===== config.mk =====
export PLATFORM = sky130hd
export DESIGN_NAME = alu_seq
export DESIGN_NICKNAME = d
export VERILOG_FILES = /design/src/rtl/alu_seq_pkg.sv /design/src/rtl/alu_shift_step.sv /design/src/rtl/alu_seq.sv
export SDC_FILE = /design/constraint.sdc
export NUM_CORES = 1
export LEC_CHECK = 0
export BUFFER_PORTS_ARGS = -buffer_cell sky130_fd_sc_hd__buf_4
export CAP_MARGIN = 20
export CORE_MARGIN = 4
export CORE_UTILIZATION = 55
export CTS_CLUSTER_SIZE = 16
export DETAILED_ROUTE_END_ITERATION = 16
export GPL_ROUTABILITY_DRIVEN = 0
export HOLD_SLACK_MARGIN = 0.1
export PLACE_DENSITY = 0.8
export RECOVER_POWER = 100
export SYNTH_ARGS = -nofsm -noshare
export SYNTH_HDL_FRONTEND = slang
export SYNTH_SLANG_ARGS = --single-unit

===== constraint.sdc =====
create_clock -name clk -period 7.63 [get_ports clk]
set_clock_uncertainty 0.05 [all_clocks]
set_input_delay 0.3815 -clock clk [delete_from_list [all_inputs] [get_ports clk]]
set_output_delay 0.3815 -clock clk [all_outputs]
set_load 0.05 [all_outputs]

===== src/rtl/alu_seq_pkg.sv =====
// Shared definitions for the sequential execution ALU: function codes
// (mirroring the decoder's ALU_* encoding) and the single-cycle result helper.
package alu_seq_pkg;

    localparam logic [4:0] ALU_NONE = 5'd0;
    localparam logic [4:0] ALU_ADD  = 5'd1;
    localparam logic [4:0] ALU_SLT  = 5'd2;
    localparam logic [4:0] ALU_SLTU = 5'd3;
    localparam logic [4:0] ALU_XOR  = 5'd4;
    localparam logic [4:0] ALU_OR   = 5'd5;
    localparam logic [4:0] ALU_AND  = 5'd6;
    localparam logic [4:0] ALU_SLL  = 5'd7;
    localparam logic [4:0] ALU_SRL  = 5'd8;
    localparam logic [4:0] ALU_SRA  = 5'd9;
    localparam logic [4:0] ALU_LUI  = 5'd10;

    function automatic logic is_shift(input logic [4:0] sel);
        return (sel == ALU_SLL) || (sel == ALU_SRL) || (sel == ALU_SRA);
    endfunction

    // SUB arrives as ADD with op2 already negated, so there is no subtract here.
    function automatic logic [31:0] alu_single(input logic [4:0]  sel,
                                               input logic [31:0] a,
                                               input logic [31:0] b);
        logic signed [31:0] sa;
        logic signed [31:0] sb;
        sa = $signed(a);
        sb = $signed(b);
        case (sel)
            ALU_ADD:  return a + b;
            ALU_SLT:  return {31'b0, (sa < sb)};
            ALU_SLTU: return {31'b0, (a < b)};
            ALU_XOR:  return a ^ b;
            ALU_OR:   return a | b;
            ALU_AND:  return a & b;
            ALU_LUI:  return {a[19:0], 12'b0};
            default:  return 32'b0;
        endcase
    endfunction

endpackage


===== src/rtl/alu_shift_step.sv =====
// One iteration of the multi-cycle shifter: shifts data by a small amount,
// left or right, with zero or sign fill.
module alu_shift_step (
    input  logic [31:0] data,
    input  logic [3:0]  amt,
    input  logic        dir,
    input  logic        arith,
    output logic [31:0] shifted
);

    logic signed [31:0] sdata;

    always_comb begin
        sdata = $signed(data);
        if (!dir) begin
            shifted = data << amt;
        end else if (arith) begin
            shifted = sdata >>> amt;
        end else begin
            shifted = data >> amt;
        end
    end

endmodule


===== src/rtl/alu_seq.sv =====
// Sequential RV32I execution ALU with valid/ready on both sides; logic and
// arithmetic ops take one cycle, shifts iterate SHIFT_STEP bits per cycle.
module alu_seq
    import alu_seq_pkg::*;
#(
    parameter int SHIFT_STEP = 1
) (
    input  logic        clk,
    input  logic        rst_n,
    input  logic        in_valid,
    output logic        in_ready,
    input  logic [31:0] op1,
    input  logic [31:0] op2,
    input  logic [4:0]  alu_sel,
    output logic        out_valid,
    input  logic        out_ready,
    output logic [31:0] result,
    output logic        zero
);

    localparam logic [1:0] ST_IDLE  = 2'd0;
    localparam logic [1:0] ST_SHIFT = 2'd1;
    localparam logic [1:0] ST_DONE  = 2'd2;

    localparam logic [4:0] STEP_W5 = 5'(SHIFT_STEP);

    logic [1:0]  state_q, state_d;
    logic [31:0] result_q, result_d;
    logic        zero_q, zero_d;
    logic [4:0]  rem_q, rem_d;
    logic        dir_q, dir_d;
    logic        arith_q, arith_d;

    logic        accept;
    logic [3:0]  step_amt;
    logic [31:0] step_out;

    // The result register doubles as the shift accumulator while in SHIFT.
    alu_shift_step u_step (
        .data    (result_q),
        .amt     (step_amt),
        .dir     (dir_q),
        .arith   (arith_q),
        .shifted (step_out)
    );

    always_ff @(posedge clk) begin
        if (!rst_n) begin
            state_q  <= ST_IDLE;
            result_q <= 32'b0;
            zero_q   <= 1'b1;
            rem_q    <= 5'b0;
            dir_q    <= 1'b0;
            arith_q  <= 1'b0;
        end else begin
            state_q  <= state_d;
            result_q <= result_d;
            zero_q   <= zero_d;
            rem_q    <= rem_d;
            dir_q    <= dir_d;
            arith_q  <= arith_d;
        end
    end

    always_comb begin
        if (rem_q < STEP_W5) begin
            step_amt = rem_q[3:0];
        end else begin
            step_amt = STEP_W5[3:0];
        end
    end

    always_comb begin
        result_d = result_q;
        rem_d    = rem_q;
        dir_d    = dir_q;
        arith_d  = arith_q;
        if (accept) begin
            dir_d   = (alu_sel != ALU_SLL);
            arith_d = (alu_sel == ALU_SRA);
            if (is_shift(alu_sel)) begin
                result_d = op1;
                rem_d    = op2[4:0];
            end else begin
                result_d = alu_single(alu_sel, op1, op2);
                rem_d    = 5'b0;
            end
        end else if (state_q == ST_SHIFT) begin
            result_d = step_out;
            rem_d    = rem_q - {1'b0, step_amt};
        end
        zero_d = (result_d == 32'b0);
    end

    always_comb begin
        state_d = state_q;
        case (state_q)
            ST_IDLE, ST_DONE: begin
                if (accept) begin
                    if (is_shift(alu_sel) && (op2[4:0] != 5'b0)) begin
                        state_d = ST_SHIFT;
                    end else begin
                        state_d = ST_DONE;
                    end
                end else if ((state_q == ST_DONE) && out_ready) begin
                    state_d = ST_IDLE;
                end
            end
            ST_SHIFT: begin
                if (rem_d == 5'b0) begin
                    state_d = ST_DONE;
                end
            end
            default: state_d = ST_IDLE;
        endcase
    end

    // Ready is forced low while reset is asserted so nothing is accepted then.
    always_comb begin
        in_ready  = rst_n && ((state_q == ST_IDLE) || ((state_q == ST_DONE) && out_ready));
        accept    = in_valid && in_ready;
        out_valid = (state_q == ST_DONE);
        result    = result_q;
        zero      = zero_q;
    end

endmodule


==> results.yml <==
layout:
  fill_cells: 1280
  area_growth_pct: 7.70
  final_nets: 1232
  antenna_cells: 0
  final_layout_size_suffix_gt1_share_pct: 11.5
  fin_cells: 1238
critical_path:
  cp.arrival_ps: 5170
  cp.buffers_inverters: 1
  endpoint: "zero"
  slowest_stage: "a2111oi_0"
  r2r_cells: 11
  slowest_delay_ps: 1480
  endpoint_kind: "register"
  crit_fanout: 51
  critPathTopFamily: "compound AO/OA/AOI/OAI gates"
  startpoint: "state_q[1]"
  timing.rr.end: "zero"
  path_cells: "nor2b_1 > or3_2 > clkbuf_1 > a2111oi_0 > nand2_1 > a311o_1 > o211ai_1 > o21ai_0 > a2111oi_4 > nand4_1 > o31ai_2"
  path_class: "register to register"
  rr_startpoint: "state_q[1]"
  path_depth: 11
  ff2ff_setup_slack_ps: 2610
  cp-start-kind: "register"
  cp.required_ps: 7780
synthesis:
  synth-seq-area-share_pct: 11.3
  async_reset_ff_share_pct: 0
  postSynthAreaPerCell_um2: 7.38
  syn_nets: 1183
  synth_cell_type_count: 94
  yosys_warnings: 0
  synth_seq_cells: 42
  synth_top_cell_by_area: "ha_1"
  synthTopCellsByCount: "ha_1, nor2_1, a21oi_1, inv_1, nand2_1"
  syn-cell-area_um2: 7470
  synth_top_cell_area_share_pct: 16.2
  yosys.cell_count.top_type: "ha_1"
  synth_edf_count: 0
  syn-instance-count: 1012
  ys.flop_type: "dfxtp_1"
  ys_top_cells_by_area: "ha_1, dfxtp_1, a21oi_1, mux2i_1, nor2_1"
clock_tree:
  cts_tree: "yes"
  clk_latency_ps: 280
  root_buffer: "clkbuf_16"
  postCtsHoldBufs: 0
  htreeDepth: 2
  cts_buffers: 5
  clk_pin_slew_ps: 60
  cts.path.max_buffers: 2
  cts.sinks: 42
  cts_resized: 0
  postCtsSetupBuffers: 0
grt:
  grt_first_pass_wirelength_um: 38800
  gr-usage-met3_pct: 7.85
  first_global_vias: 7210
  use_met1_pct: 42.6
  grt_usage_pct: 29.7
  antenna_found_initial: 0
  grt_busiest_layer: "met2"
  grt_start_max_net_pins: 52
  met2_usage_pct: 44.0
  globalRouteOverflowTotal: 0
routing:
  drt_iter0_drc: 1170
  finalWirelength_um: 24600
  drc_errors: 0
  postRouteAntennaNets: 0
  drt_pass1_iterations: 5
  wl_per_cell_um: 19.9
  vias_per_cell: 6.62
  route.vias.total: 8197
sta:
  rsz0062_at_grt: "false"
  setup_tns_ps: 0
  min_period_ps: 5020
  min_period_over_period_pct: 65.8
  slew_headroom_pct: -79.6
  hold_viol: 0
  drv_slew: 82
  tightest_slew_ps: 2690
  final-setup-viol-count: 0
  fmax_mhz: 199
floorplan:
  placementRows: 42
  core_um2: 13300
  die-area_um2: 15500
  die_w_um: 125
  io_pins: 108
  start_util_pct: 56.2
  die_h_um: 125
min_path:
  hold_class: "primary input to register"
outcome:
  violations: "capacitance limit, slew limit"
  status: "complete, but fails checks"
pwr:
  total_power_mw: 0.957
  powerDensity_nw_per_um2: 119
  irDropWorstVdd_mv: 0.0885
  p_leak_nw: 3.43
place:
  place_inst: 1230
  io_buffers: 107
  hpwl_um: 18500
run:
  drv_cap: 2
==> flip-flops by register name (all words and copies together), names as in the netlist <==
| signal | flops |
|---|---|
| result | 32 |
| rem_q | 5 |
| state_q | 2 |
| arith_q | 1 |
| dir_q | 1 |
| zero | 1 |
==> how the worst min path moves through the flow <==
stage / from / end / slack [ps] / cells after the start
4_1_cts: rst_n / zero / 330 / 2
3_3_place_gp: arith_q / arith_q / 420 / 2
5_1_grt: rst_n / zero / 340 / 2
3_5_place_dp: arith_q / arith_q / 430 / 2
2_1_floorplan: arith_q / arith_q / 410 / 2
6_report: rst_n / zero / 340 / 2
==> cell families (layout without fill, tap and decap cells) <==
group | count (synthesis) | after routing | synth area share (%)
buffers and inverters | 158 | 208 | 10.9
AND/OR/NAND/NOR | 318 | 318 | 21.7
multiplexers | 44 | 44 | 5.93
XOR/XNOR | 9 | 9 | 1.05
flip-flops | 42 | 42 | 11.3
adder cells (fa/ha/maj) | 98 | 98 | 16.5
AO/OA/AOI/OAI | 343 | 343 | 32.6
==> worst register-to-register path, cell delays in order, from the launching register on <==
cell	delay, ps
dfxtp_1	320
nor2b_1	170
or3_2	450
clkbuf_1	990
a2111oi_0	1500
nand2_1	120
a311o_1	310
o211ai_1	160
o21ai_0	220
a2111oi_4	250
nand4_1	170
o31ai_2	230
==> per-stage QoR <==
step                      utilization (%)  hold WS [ps]  cell area, µm²  setup slack (ps)
after floorplan                         -           407            7470              4590
after global placement               60.8           419            8080              4150
after detailed placement             60.8           429            8080              4070
after CTS                            61.9           331            8230              4360
after global routing                 60.5           342            8050              2420
final                                60.5           341            8050              2610
==> routing by layer <==
layer | routed length (µm) | vias to the layer above | part of all wire, %
li1 | - | 3786 | -
met2 | 10200 | 549 | 41
met1 | 10600 | 3805 | 43
met5 | 0 | - | 0
met3 | 3190 | 57 | 13
met4 | 652 | 0 | 2.7
==> area by class of cell <==
type	count	area (µm²)	area share, %
flip-flops and latches	42	842	10.5
clock inverters	2	12.5	0.155
clock buffers	6	139	1.73
repair buffers	113	706	8.77
inverters	87	327	4.06
multi-input cells	812	5800	72.1
well taps	176	220	2.74
==> layout by cell type (no fill, tap or decap), types with 11 or more instances in the layout <==
cell	synthesis	layout
dfxtp_1	42	41
buf_4	0	75
nor2_1	87	86
a211oi_1	32	33
nand4_1	11	11
a21o_1	16	16
clkbuf_1	26	38
mux2i_1	42	42
nor3_1	32	31
o21ai_0	59	61
a221oi_1	19	19
inv_1	86	86
nand3_1	16	16
a21oi_1	86	86
o211ai_1	13	14
nand2_1	73	73
ha_1	97	97
==> report_power, final <==
part	total (mW)	switching (mW)	internal, mW	leakage, nW
sequential	0.253	0.0201	0.233	0.345
clock	0.216	0.0862	0.129	0.0729
combinational	0.488	0.317	0.171	3.01
total	0.957	0.423	0.534	3.43
Note: power is estimated with default switching activity, not from simulation.
